$ cat src/rtl/spi_host.sv
`default_nettype none
// ============================================================================
//  Module      : spi_host
//  Description : Memory-mapped SPI master (mode 0, MSB-first, 8-bit frames)
//                on the CPU valid/ready bus. Registers: CTRL, STATUS, TX,
//                RX, DIV and CS, addressed by offset bits [4:2].
//  Revision    : 1.0 - initial release
// ============================================================================
module spi_host #(
    parameter int DIV_WIDTH = 16,
    parameter int DIV_RESET = 3
) (
    input  logic        clk,
    input  logic        rst,
    input  logic        spi_valid,
    input  logic        spi_instr,
    input  logic [31:0] spi_addr,
    input  logic [31:0] spi_wdata,
    input  logic [3:0]  spi_wstrb,
    output logic [31:0] spi_rdata,
    output logic        spi_ready,
    output logic        spi_sck,
    output logic        spi_mosi,
    input  logic        spi_miso,
    output logic        spi_cs_n
);

    typedef enum logic [1:0] {
        S_IDLE = 2'd0,
        S_LOW  = 2'd1,
        S_HIGH = 2'd2,
        S_DONE = 2'd3
    } state_t;

    localparam logic [2:0] c_REG_CTRL   = 3'd0;
    localparam logic [2:0] c_REG_STATUS = 3'd1;
    localparam logic [2:0] c_REG_TX     = 3'd2;
    localparam logic [2:0] c_REG_RX     = 3'd3;
    localparam logic [2:0] c_REG_DIV    = 3'd4;
    localparam logic [2:0] c_REG_CS     = 3'd5;
    localparam logic [DIV_WIDTH-1:0] c_CNT_ONE = {{(DIV_WIDTH-1){1'b0}}, 1'b1};

    state_t               r_state;
    logic                 r_enable;
    logic                 r_busy;
    logic                 r_rx_valid;
    logic                 r_overrun;
    logic                 r_cs_assert;
    logic [7:0]           r_rxdata;
    logic [7:0]           r_shift;
    logic [3:0]           r_bitcnt;
    logic [DIV_WIDTH-1:0] r_div;
    logic [DIV_WIDTH-1:0] r_div_q;
    logic [DIV_WIDTH-1:0] r_cnt;
    logic                 r_sck;
    logic                 r_mosi;
    logic                 r_ready;
    logic [31:0]          r_rdata;

    logic [2:0]  w_sel;
    logic        w_wr;
    logic        w_rd;
    logic        w_tx_wr;
    logic        w_tx_start;
    logic        w_rx_rd;
    logic [31:0] w_bytemask;
    logic [31:0] w_rdata;
    logic        w_unused;

    // Request decode; only offset bits [4:2] select a register
    assign w_sel      = spi_addr[4:2];
    assign w_wr       = spi_valid && (spi_wstrb != 4'b0000);
    assign w_rd       = spi_valid && (spi_wstrb == 4'b0000);
    assign w_tx_wr    = w_wr && (w_sel == c_REG_TX) && spi_wstrb[0];
    assign w_tx_start = w_tx_wr && r_enable && !r_busy;
    assign w_rx_rd    = w_rd && (w_sel == c_REG_RX);
    assign w_bytemask = {{8{spi_wstrb[3]}}, {8{spi_wstrb[2]}},
                         {8{spi_wstrb[1]}}, {8{spi_wstrb[0]}}};
    assign w_unused   = ^{spi_instr, spi_addr[31:5], spi_addr[1:0], spi_wdata};

    // Read-data mux of the current register contents
    always_comb begin
        w_rdata = 32'h0;
        case (w_sel)
            c_REG_CTRL:   w_rdata[0] = r_enable;
            c_REG_STATUS: w_rdata[2:0] = {r_overrun, r_rx_valid, r_busy};
            c_REG_RX:     w_rdata[7:0] = r_rxdata;
            c_REG_DIV:    w_rdata[DIV_WIDTH-1:0] = r_div;
            c_REG_CS:     w_rdata[0] = r_cs_assert;
            default:      w_rdata = 32'h0;
        endcase
    end

    // Bus response: one ready pulse the cycle after each request
    always_ff @(posedge clk) begin
        if (rst) begin
            r_ready <= 1'b0;
            r_rdata <= 32'h0;
        end else begin
            r_ready <= spi_valid;
            r_rdata <= w_rd ? w_rdata : 32'h0;
        end
    end

    // Software-owned registers: CTRL, CS, DIV and the sticky overrun flag
    always_ff @(posedge clk) begin
        if (rst) begin
            r_enable    <= 1'b0;
            r_cs_assert <= 1'b0;
            r_div       <= DIV_WIDTH'(DIV_RESET);
            r_overrun   <= 1'b0;
        end else begin
            if (w_wr && (w_sel == c_REG_CTRL) && spi_wstrb[0])
                r_enable <= spi_wdata[0];
            if (w_wr && (w_sel == c_REG_CS) && spi_wstrb[0])
                r_cs_assert <= spi_wdata[0];
            if (w_wr && (w_sel == c_REG_DIV) && !r_busy)
                r_div <= (r_div & ~w_bytemask[DIV_WIDTH-1:0]) |
                         (spi_wdata[DIV_WIDTH-1:0] & w_bytemask[DIV_WIDTH-1:0]);
            if (w_wr && (w_sel == c_REG_STATUS) && spi_wstrb[0] && spi_wdata[2])
                r_overrun <= 1'b0;
            // A new overrun takes priority over a clear in the same cycle
            if (w_tx_wr && r_enable && r_busy)
                r_overrun <= 1'b1;
        end
    end

    // Transfer FSM: sck half-periods of div_q+1 cycles, sample on rising sck
    always_ff @(posedge clk) begin
        if (rst) begin
            r_state    <= S_IDLE;
            r_busy     <= 1'b0;
            r_rx_valid <= 1'b0;
            r_rxdata   <= 8'h00;
            r_shift    <= 8'h00;
            r_bitcnt   <= 4'd0;
            r_div_q    <= '0;
            r_cnt      <= '0;
            r_sck      <= 1'b0;
            r_mosi     <= 1'b0;
        end else begin
            if (w_rx_rd)
                r_rx_valid <= 1'b0;
            case (r_state)
                S_IDLE: begin
                    if (w_tx_start) begin
                        r_shift  <= spi_wdata[7:0];
                        r_mosi   <= spi_wdata[7];
                        r_div_q  <= r_div;
                        r_cnt    <= '0;
                        r_bitcnt <= 4'd0;
                        r_busy   <= 1'b1;
                        r_state  <= S_LOW;
                    end
                end
                S_LOW: begin
                    if (r_cnt == r_div_q) begin
                        r_sck    <= 1'b1;
                        r_shift  <= {r_shift[6:0], spi_miso};
                        r_bitcnt <= r_bitcnt + 4'd1;
                        r_cnt    <= '0;
                        r_state  <= S_HIGH;
                    end else begin
                        r_cnt <= r_cnt + c_CNT_ONE;
                    end
                end
                S_HIGH: begin
                    if (r_cnt == r_div_q) begin
                        r_sck <= 1'b0;
                        r_cnt <= '0;
                        if (r_bitcnt == 4'd8) begin
                            r_state <= S_DONE;
                        end else begin
                            // Sampled bit already shifted in; MSB is next to send
                            r_mosi  <= r_shift[7];
                            r_state <= S_LOW;
                        end
                    end else begin
                        r_cnt <= r_cnt + c_CNT_ONE;
                    end
                end
                S_DONE: begin
                    r_rxdata   <= r_shift;
                    r_rx_valid <= 1'b1;
                    r_busy     <= 1'b0;
                    r_mosi     <= 1'b0;
                    r_state    <= S_IDLE;
                end
                default: r_state <= S_IDLE;
            endcase
        end
    end

    assign spi_ready = r_ready;
    assign spi_rdata = r_rdata;
    assign spi_sck   = r_sck;
    assign spi_mosi  = r_mosi;
    assign spi_cs_n  = ~r_cs_assert;

endmodule
`default_nettype wire

$ cat config.mk
export PLATFORM = sky130hd
export DESIGN_NAME = spi_host
export DESIGN_NICKNAME = d
export VERILOG_FILES = /design/src/rtl/spi_host.sv
export SDC_FILE = /design/constraint.sdc
export NUM_CORES = 1
export LEC_CHECK = 0
export CAP_MARGIN = 30
export CORE_MARGIN = 2
export CORE_UTILIZATION = 35
export CTS_BUF_LIST = sky130_fd_sc_hd__clkbuf_8
export CTS_CLUSTER_DIAMETER = 80
export CTS_CLUSTER_SIZE = 25
export DETAILED_ROUTE_END_ITERATION = 12
export GPL_ROUTABILITY_DRIVEN = 0
export PLACE_DENSITY_LB_ADDON = 0.3
export SKIP_LAST_GASP = 1
export SLEW_MARGIN = 10
export SYNTH_ARGS = -nofsm -noshare
export SYNTH_HDL_FRONTEND = slang
export SYNTH_SLANG_ARGS = --single-unit
$ cat constraint.sdc
create_clock -name clk -period 4.55 [get_ports clk]
set_clock_uncertainty 0.05 [all_clocks]
set_input_delay 0.91 -clock clk [delete_from_list [all_inputs] [get_ports clk]]
set_output_delay 0.91 -clock clk [all_outputs]
set_load 0.02 [all_outputs]
==> results of run 1 <==
-- cell usage after synthesis, types with 10 or more instances --
| cell type | count | share of area |
|---|---|---|
| and2_1 | 13 | 0.019 |
| mux2i_1 | 29 | 0.067 |
| a311oi_1 | 10 | 0.020 |
| a21oi_1 | 33 | 0.038 |
| xor2_1 | 11 | 0.022 |
| xnor2_1 | 17 | 0.034 |
| nor2_1 | 54 | 0.047 |
| dfxtp_1 | 94 | 0.43 |
| nand4_1 | 12 | 0.017 |
| buf_4 | 16 | 0.028 |
| nand2_1 | 53 | 0.046 |
| clkbuf_1 | 13 | 0.011 |
-- per-layer routing --
metal,GRT usage,share of wire,vias to the layer above
li1,-,-,1677
met1,0.182,0.47,1576
met2,0.252,0.47,80
met3,0.0311,0.042,13
met4,0.0482,0.016,0
met5,0,0,-
-- report_power, final --
group          internal [mW]  switching [mW]  total [mW]
registers              0.827         0.00495       0.832
clock network          0.268           0.329       0.597
logic                 0.0377          0.0536      0.0913
total                   1.13           0.388        1.52
-- cells in the final DEF, fill, tap and decap left out, drive strengths merged, types with 2 or more instances in the layout --
master,instances
and4,3
nand2b,6
clkinv,2
ha,9
dfxtp,94
clkbuf,9
nor3,3
nor2,54
nor2b,5
o41ai,3
buf,8
conb,16
a22oi,3
or4,2
a21o,9
inv,13
clkdlybuf4s50,45
nand2,54
nand3b,2
mux2i,29
xor2,11
a22o,5
nor4,6
a311oi,10
and3,6
nor4b,2
and2,13
a21oi,33
nand3,4
o21ai,3
xnor2,20
nand4,13
-- area by class of cell --
class / count / area, um2 / area share
multi-input cells: 342 / 2260 / 0.443
flip-flops and latches: 94 / 1880 / 0.368
repair buffers: 53 / 508 / 0.0994
well taps: 168 / 210 / 0.0411
clock buffers: 9 / 124 / 0.0242
clock inverters: 7 / 87.6 / 0.0171
inverters: 9 / 33.8 / 0.00661
-- worst max-delay path, stage by stage --
cell	delay, ns
clkdlybuf4s50_1	0.51
nand4bb_1	0.24
buf_4	0.19
or4_1	0.81
and3_1	0.32
a221oi_1	0.26
o2bb2ai_1	0.11
-- path summary, 6_finish.rpt --
path / start / endpoint / slack [ns] / cells after the start
setup / recovery: spi_addr[4] / r_shift[7]$_SDFFE_PP0P_ / 1.40 / 7
hold / removal: r_rxdata[6]$_SDFFE_PP0P_ / spi_rdata[6]$_SDFF_PP0_ / 0.42 / 1
setup reg to reg: r_state[1]$_SDFFE_PP0P_ / r_shift[7]$_SDFFE_PP0P_ / 1.92 / 7
hold reg to reg: r_rxdata[6]$_SDFFE_PP0P_ / spi_rdata[6]$_SDFF_PP0_ / 0.42 / 1
-- metrics by stage --
step | std cells | setup slack, ns | power [mW]
2_1_floorplan | 482 | 2.05 | 0.911
6_report | 682 | 1.40 | 1.52
3_3_place_gp | 666 | 1.01 | 0.941
4_1_cts | 682 | 1.39 | 1.53
3_5_place_dp | 666 | 0.981 | 0.942
5_1_grt | 682 | 1.23 | 1.57
-- kinds of logic after synthesis --
logic type,synth area share
adder cells (fa/ha/maj),0.0260
other,0.000866
buffers and inverters,0.0555
AND/OR/NAND/NOR,0.215
multiplexers,0.0723
XOR/XNOR,0.0679
flip-flops,0.435
AO/OA/AOI/OAI,0.128
==> results_tabular.tex, run 1 <==
\begin{tabular}{lr}
\hline
Metric & Value \\
\hline
\multicolumn{2}{l}{\textbf{Place}} \\
\# port buffers & between 40 and 50 \\
Placed instance area & slightly below 5000 um2 \\
Final HPWL from detailed placement & slightly below 7000 um \\
\multicolumn{2}{l}{\textbf{Final layout}} \\
Number of antenna repair diodes & 0 \\
Filler instances & $\sim$1200 \\
Layout Area Growth over Synthesis & 18.0\% \\
Layout cell share with drive strength beyond 1 & 0.0759 \\
Fraction of the core area covered by cells at the end of the flow & 0.424 \\
Post-layout nets & $\sim$590 \\
Final standard cell area without fillers & between 5000 and 6000 um2 \\
\multicolumn{2}{l}{\textbf{Logic synthesis}} \\
Synth unique cells & a little under 60 \\
Flop and latch count out of synthesis & 94 \\
Flip-flop cell with the highest count after synthesis & dfxtp\_1 \\
Fraction of registers with async set/reset & 0 \\
Sequential fraction of the synthesis area & 0.435 \\
Post-synthesis instance area & $\sim$4300 um2 \\
Avg Synthesized Cell Area & around 9 um2 \\
Count of flip-flops with a built-in enable after synthesis & 0 \\
YS warnings & 0 \\
Gate count after technology mapping & approximately 470 \\
\multicolumn{2}{l}{\textbf{Worst setup path}} \\
Worst Path Arrival & 3.35 ns \\
Startpoint types & primary input \\
Worst Path Max Fanout & 19 \\
Worst endpoint required time & 4.74 ns \\
Sort of element at the end of the critical path & flop \\
Worst Setup Path Type & in2reg \\
\multicolumn{2}{l}{\textbf{Power}} \\
Pwr per Cell Area & between 200 and 300 nW/um2 \\
Peak ir drop on the vdd network & a little under 200 uV \\
Leakage & 1.82 nW \\
\multicolumn{2}{l}{\textbf{Detailed routing}} \\
DRT Pass-1 Iters & 4 \\
Post-detailed-route wirelength per cell & 14.0 um \\
Total via count after detailed routing & 3346 \\
DRT iter0 DRCs & around 170 \\
Remaining design rule violation count & 0 \\
Routed WL & between 9000 and 10000 um \\
Number of vias per cell & approximately 4.9 \\
Residual antenna-violating net count after detailed routing & 0 \\
\multicolumn{2}{l}{\textbf{Timing}} \\
Fin. Hold Viols & 0 \\
Maximum clock frequency & approximately 320 MHz \\
Setup-failing EPs final & 0 \\
Setup repair after global routing missed its margin & false \\
Worst hold margin & 0.422 ns \\
Clock period minus worst slack & about 3.2 ns \\
Total negative setup slack & 0 ns \\
Final count of pins violating max slew & 0 \\
Transition time at the pin with the least slew margin & around 0.84 ns \\
Final cycle utilization of the critical path & 0.693 \\
Max\_slew headroom & 0.433 \\
\multicolumn{2}{l}{\textbf{Global route}} \\
Antenna violations before repair & 0 \\
Largest net degree at the start of global routing & 50 \\
Global-route total usage across every layer & 0.146 \\
Global-route congestion overflow total & 0 \\
Global-route wire length before repair & between 15000 and 20000 um \\
Via count of the first global-routing pass & 3205 \\
\multicolumn{2}{l}{\textbf{Job}} \\
Max-cap check violation count & 0 \\
\multicolumn{2}{l}{\textbf{Floorplanning}} \\
Starting density of the core & 0.359 \\
Width of the die & between 100 and 150 um \\
Placeable core area & between 10000 and 15000 um2 \\
Number of cell rows & 40 \\
Number of primary I/O pins & 109 \\
Area enclosed by the die boundary & between 10000 and 15000 um2 \\
Chip height & approximately 120 um \\
\multicolumn{2}{l}{\textbf{CTS}} \\
Worst-Skew Late Latency & between 0.3 and 0.4 ns \\
Master cell of the clock root buffer & clkbuf\_8 \\
CTS buffer count & 9 \\
Post-CTS setup repair buffer count & 0 \\
Total number of H-tree levels & 3 \\
CTS hold repair buffers & 0 \\
Clock sink count & 94 \\
Maximum root-to-sink buffer count & 2 \\
Clock edge transition at the registers on the reported setup and hold paths & around 0.11 ns \\
Post-CTS resize count & 0 \\
Clock tree from TritonCTS & built \\
\multicolumn{2}{l}{\textbf{Hold path}} \\
Tightest Hold Check Type & reg2reg \\
\multicolumn{2}{l}{\textbf{Outcome}} \\
Outcome & completed \\
\hline
\end{tabular}
No activity file was read; power rests on OpenSTA's default activity.
==> run 2: changes to the inputs <==
clock period = 3.1 ns   (was 4.55 ns; I/O delays follow)
==> results_tabular.tex, run 2 (synthesized netlist as in run 1, its figures left out) <==
\begin{tabular}{lr}
\hline
Metric & Value \\
\hline
\multicolumn{2}{l}{\textbf{Outcome}} \\
Outcome & completed \\
\multicolumn{2}{l}{\textbf{Final layout}} \\
Post-layout nets & 599 (+1.4\%) \\
Commonest cells after routing, fill and taps aside & dfxtp\_1 (94), nor2\_1 (54), nand2\_1 (53), clkdlybuf4s50\_1 (45), a21oi\_1 (33) \\
Most common cell after layout, fill and taps aside & dfxtp\_1 \\
Fraction of the core area covered by cells at the end of the flow & 0.429 (+0.00508) \\
Layout cell share with drive strength beyond 1 & 0.0900 (+0.0142) \\
Number of antenna repair diodes & 0 (unchanged) \\
Layout Area Growth over Synthesis & 19.4\% \\
\multicolumn{2}{l}{\textbf{Global route}} \\
Global-route total usage across every layer & 0.156 (+0.00974) \\
Global-route congestion overflow total & 0 (unchanged) \\
Antenna violations before repair & 0 (unchanged) \\
Via count of the first global-routing pass & 3463 (+8.0\%) \\
Global-route wire length before repair & 16600 um (+7.2\%) \\
Largest net degree at the start of global routing & 45 (-10\%) \\
\multicolumn{2}{l}{\textbf{Worst setup path}} \\
Worst Path Max Fanout & 17 (-2) \\
FF-to-FF setup slack & 0.76 ns (-1.16 ns) \\
Worst Setup Path Type & in2reg \\
Sort of element at the end of the critical path & flop \\
Worst Path Arrival & 2.75 ns (-0.60 ns) \\
Startpoint types & primary input \\
Worst endpoint required time & 3.31 ns (-1.43 ns) \\
\multicolumn{2}{l}{\textbf{Power}} \\
Post-route total power & 2.22 mW (+46\%) \\
Internal power component & 1.66 mW (+47\%) \\
Clock network power share & 0.388 (-0.005) \\
Leakage & 1.86 nW (+2.0\%) \\
Net switching power figure & 0.554 mW (+43\%) \\
Combinational power share & 0.062 (+0.002) \\
Pwr per Cell Area & 429 nW/um2 (+44\%) \\
Flop pwr share & 0.550 (+0.003) \\
Switching power share of the total & 0.250 (-0.00555) \\
Peak ir drop on the vdd network & 279 uV (+43\%) \\
\multicolumn{2}{l}{\textbf{CTS}} \\
Master cell of the clock root buffer & clkbuf\_8 \\
Clock tree from TritonCTS & built \\
Clock edge transition at the registers on the reported setup and hold paths & 0.10 ns (about the same) \\
CTS hold repair buffers & 0 (unchanged) \\
Post-CTS resize count & 0 (unchanged) \\
Total number of H-tree levels & 3 (unchanged) \\
Worst-Skew Late Latency & 0.36 ns (about the same) \\
Maximum root-to-sink buffer count & 2 (unchanged) \\
Clock sink count & 94 (unchanged) \\
CTS buffer count & 9 (unchanged) \\
Post-CTS setup repair buffer count & 0 (unchanged) \\
\multicolumn{2}{l}{\textbf{Floorplanning}} \\
Number of cell rows & 40 (unchanged) \\
Number of primary I/O pins & 109 (unchanged) \\
Placeable core area & 12100 um2 (unchanged) \\
Chip height & 115 um (unchanged) \\
Area enclosed by the die boundary & 13300 um2 (unchanged) \\
Width of the die & 115 um (unchanged) \\
Starting density of the core & 0.359 (unchanged) \\
\multicolumn{2}{l}{\textbf{Detailed routing}} \\
Routed WL & 9730 um (+2.2\%) \\
DRT Pass-1 Iters & 4 (unchanged) \\
Residual antenna-violating net count after detailed routing & 0 (unchanged) \\
Remaining design rule violation count & 0 (unchanged) \\
Total via count after detailed routing & 3360 (+0.42\%) \\
Number of vias per cell & 4.87 (-0.75\%) \\
DRT iter0 DRCs & 175 (+1.7\%) \\
Post-detailed-route wirelength per cell & 14.1 um (+1.0\%) \\
\multicolumn{2}{l}{\textbf{Timing}} \\
Fin. Hold Viols & 0 (unchanged) \\
Maximum clock frequency & roughly 400 MHz \\
Clock period minus worst slack & between 2 and 3 ns \\
Max\_slew headroom & 0.452 (+0.0193) \\
Final cycle utilization of the critical path & 0.820 \\
Setup repair after global routing missed its margin & false \\
Final count of pins violating max slew & 0 (unchanged) \\
Transition time at the pin with the least slew margin & 0.813 ns (-0.0315 ns) \\
Total negative setup slack & 0 ns (unchanged) \\
Setup-failing EPs final & 0 (unchanged) \\
\multicolumn{2}{l}{\textbf{Place}} \\
Final HPWL from detailed placement & 6950 um (+2.5\%) \\
\# port buffers & 46 (unchanged) \\
\multicolumn{2}{l}{\textbf{Job}} \\
Max-cap check violation count & 0 (unchanged) \\
\multicolumn{2}{l}{\textbf{Hold path}} \\
Tightest Hold Check Type & reg2reg \\
\hline
\end{tabular}
## run 2: final cells by class
class	instances	area, um2
inverters	9	33.8
fillers	1184	6890
well taps	168	210
multi-input cells	342	2260
clock inverters	7	88.8
clock buffers	9	124
repair buffers	61	568
flip-flops and latches	94	1880
## run 2: per-layer routing
metal,part of all wire,global-route usage
met1,0.45,0.191
met2,0.49,0.275
met3,0.044,0.0337
met4,0.014,0.0442
met5,0,0
## run 2: path summary, 6_finish.rpt
path                            from  cells past startpoint                       end
max                        spi_valid                      7  r_bitcnt[2]$_SDFFE_PP0P_
min          r_div_q[2]$_SDFFE_PP0P_                      2   r_div_q[2]$_SDFFE_PP0P_
max reg2reg    r_cnt[2]$_SDFFE_PP0P_                      5  r_bitcnt[2]$_SDFFE_PP0P_
min reg2reg  r_div_q[2]$_SDFFE_PP0P_                      2   r_div_q[2]$_SDFFE_PP0P_
## run 2: power by group through the flow
stage / sequential (mW) / combinational, mW / clock (mW)
detailed placement: 1.25 / 0.137 / 0
floorplan: 1.25 / 0.0895 / 0
CTS: 1.22 / 0.138 / 0.889
finish: 1.22 / 0.137 / 0.861
global placement: 1.25 / 0.136 / 0
global route: 1.22 / 0.151 / 0.935
## run 2: through the flow
| step | worst slack, ns | cells | instance area, um2 | hold slack [ns] |
|---|---|---|---|---|
| floorplan | 0.893 | 482 | 4390 | 0.392 |
| global placement | 0.230 | 674 | 4960 | 0.408 |
| detailed placement | 0.209 | 674 | 4960 | 0.411 |
| CTS | 0.572 | 690 | 5170 | 0.425 |
| global route | 0.402 | 690 | 5170 | 0.446 |
| finish | 0.558 | 690 | 5170 | 0.421 |
## run 2: critical path, stage by stage
cell and delay, ns:
clkdlybuf4s50_1 0.54, nand4bb_1 0.30, or4_1 0.63, buf_4 0.23
nor2_1 0.14, a311oi_1 0.08, a31o_1 0.20
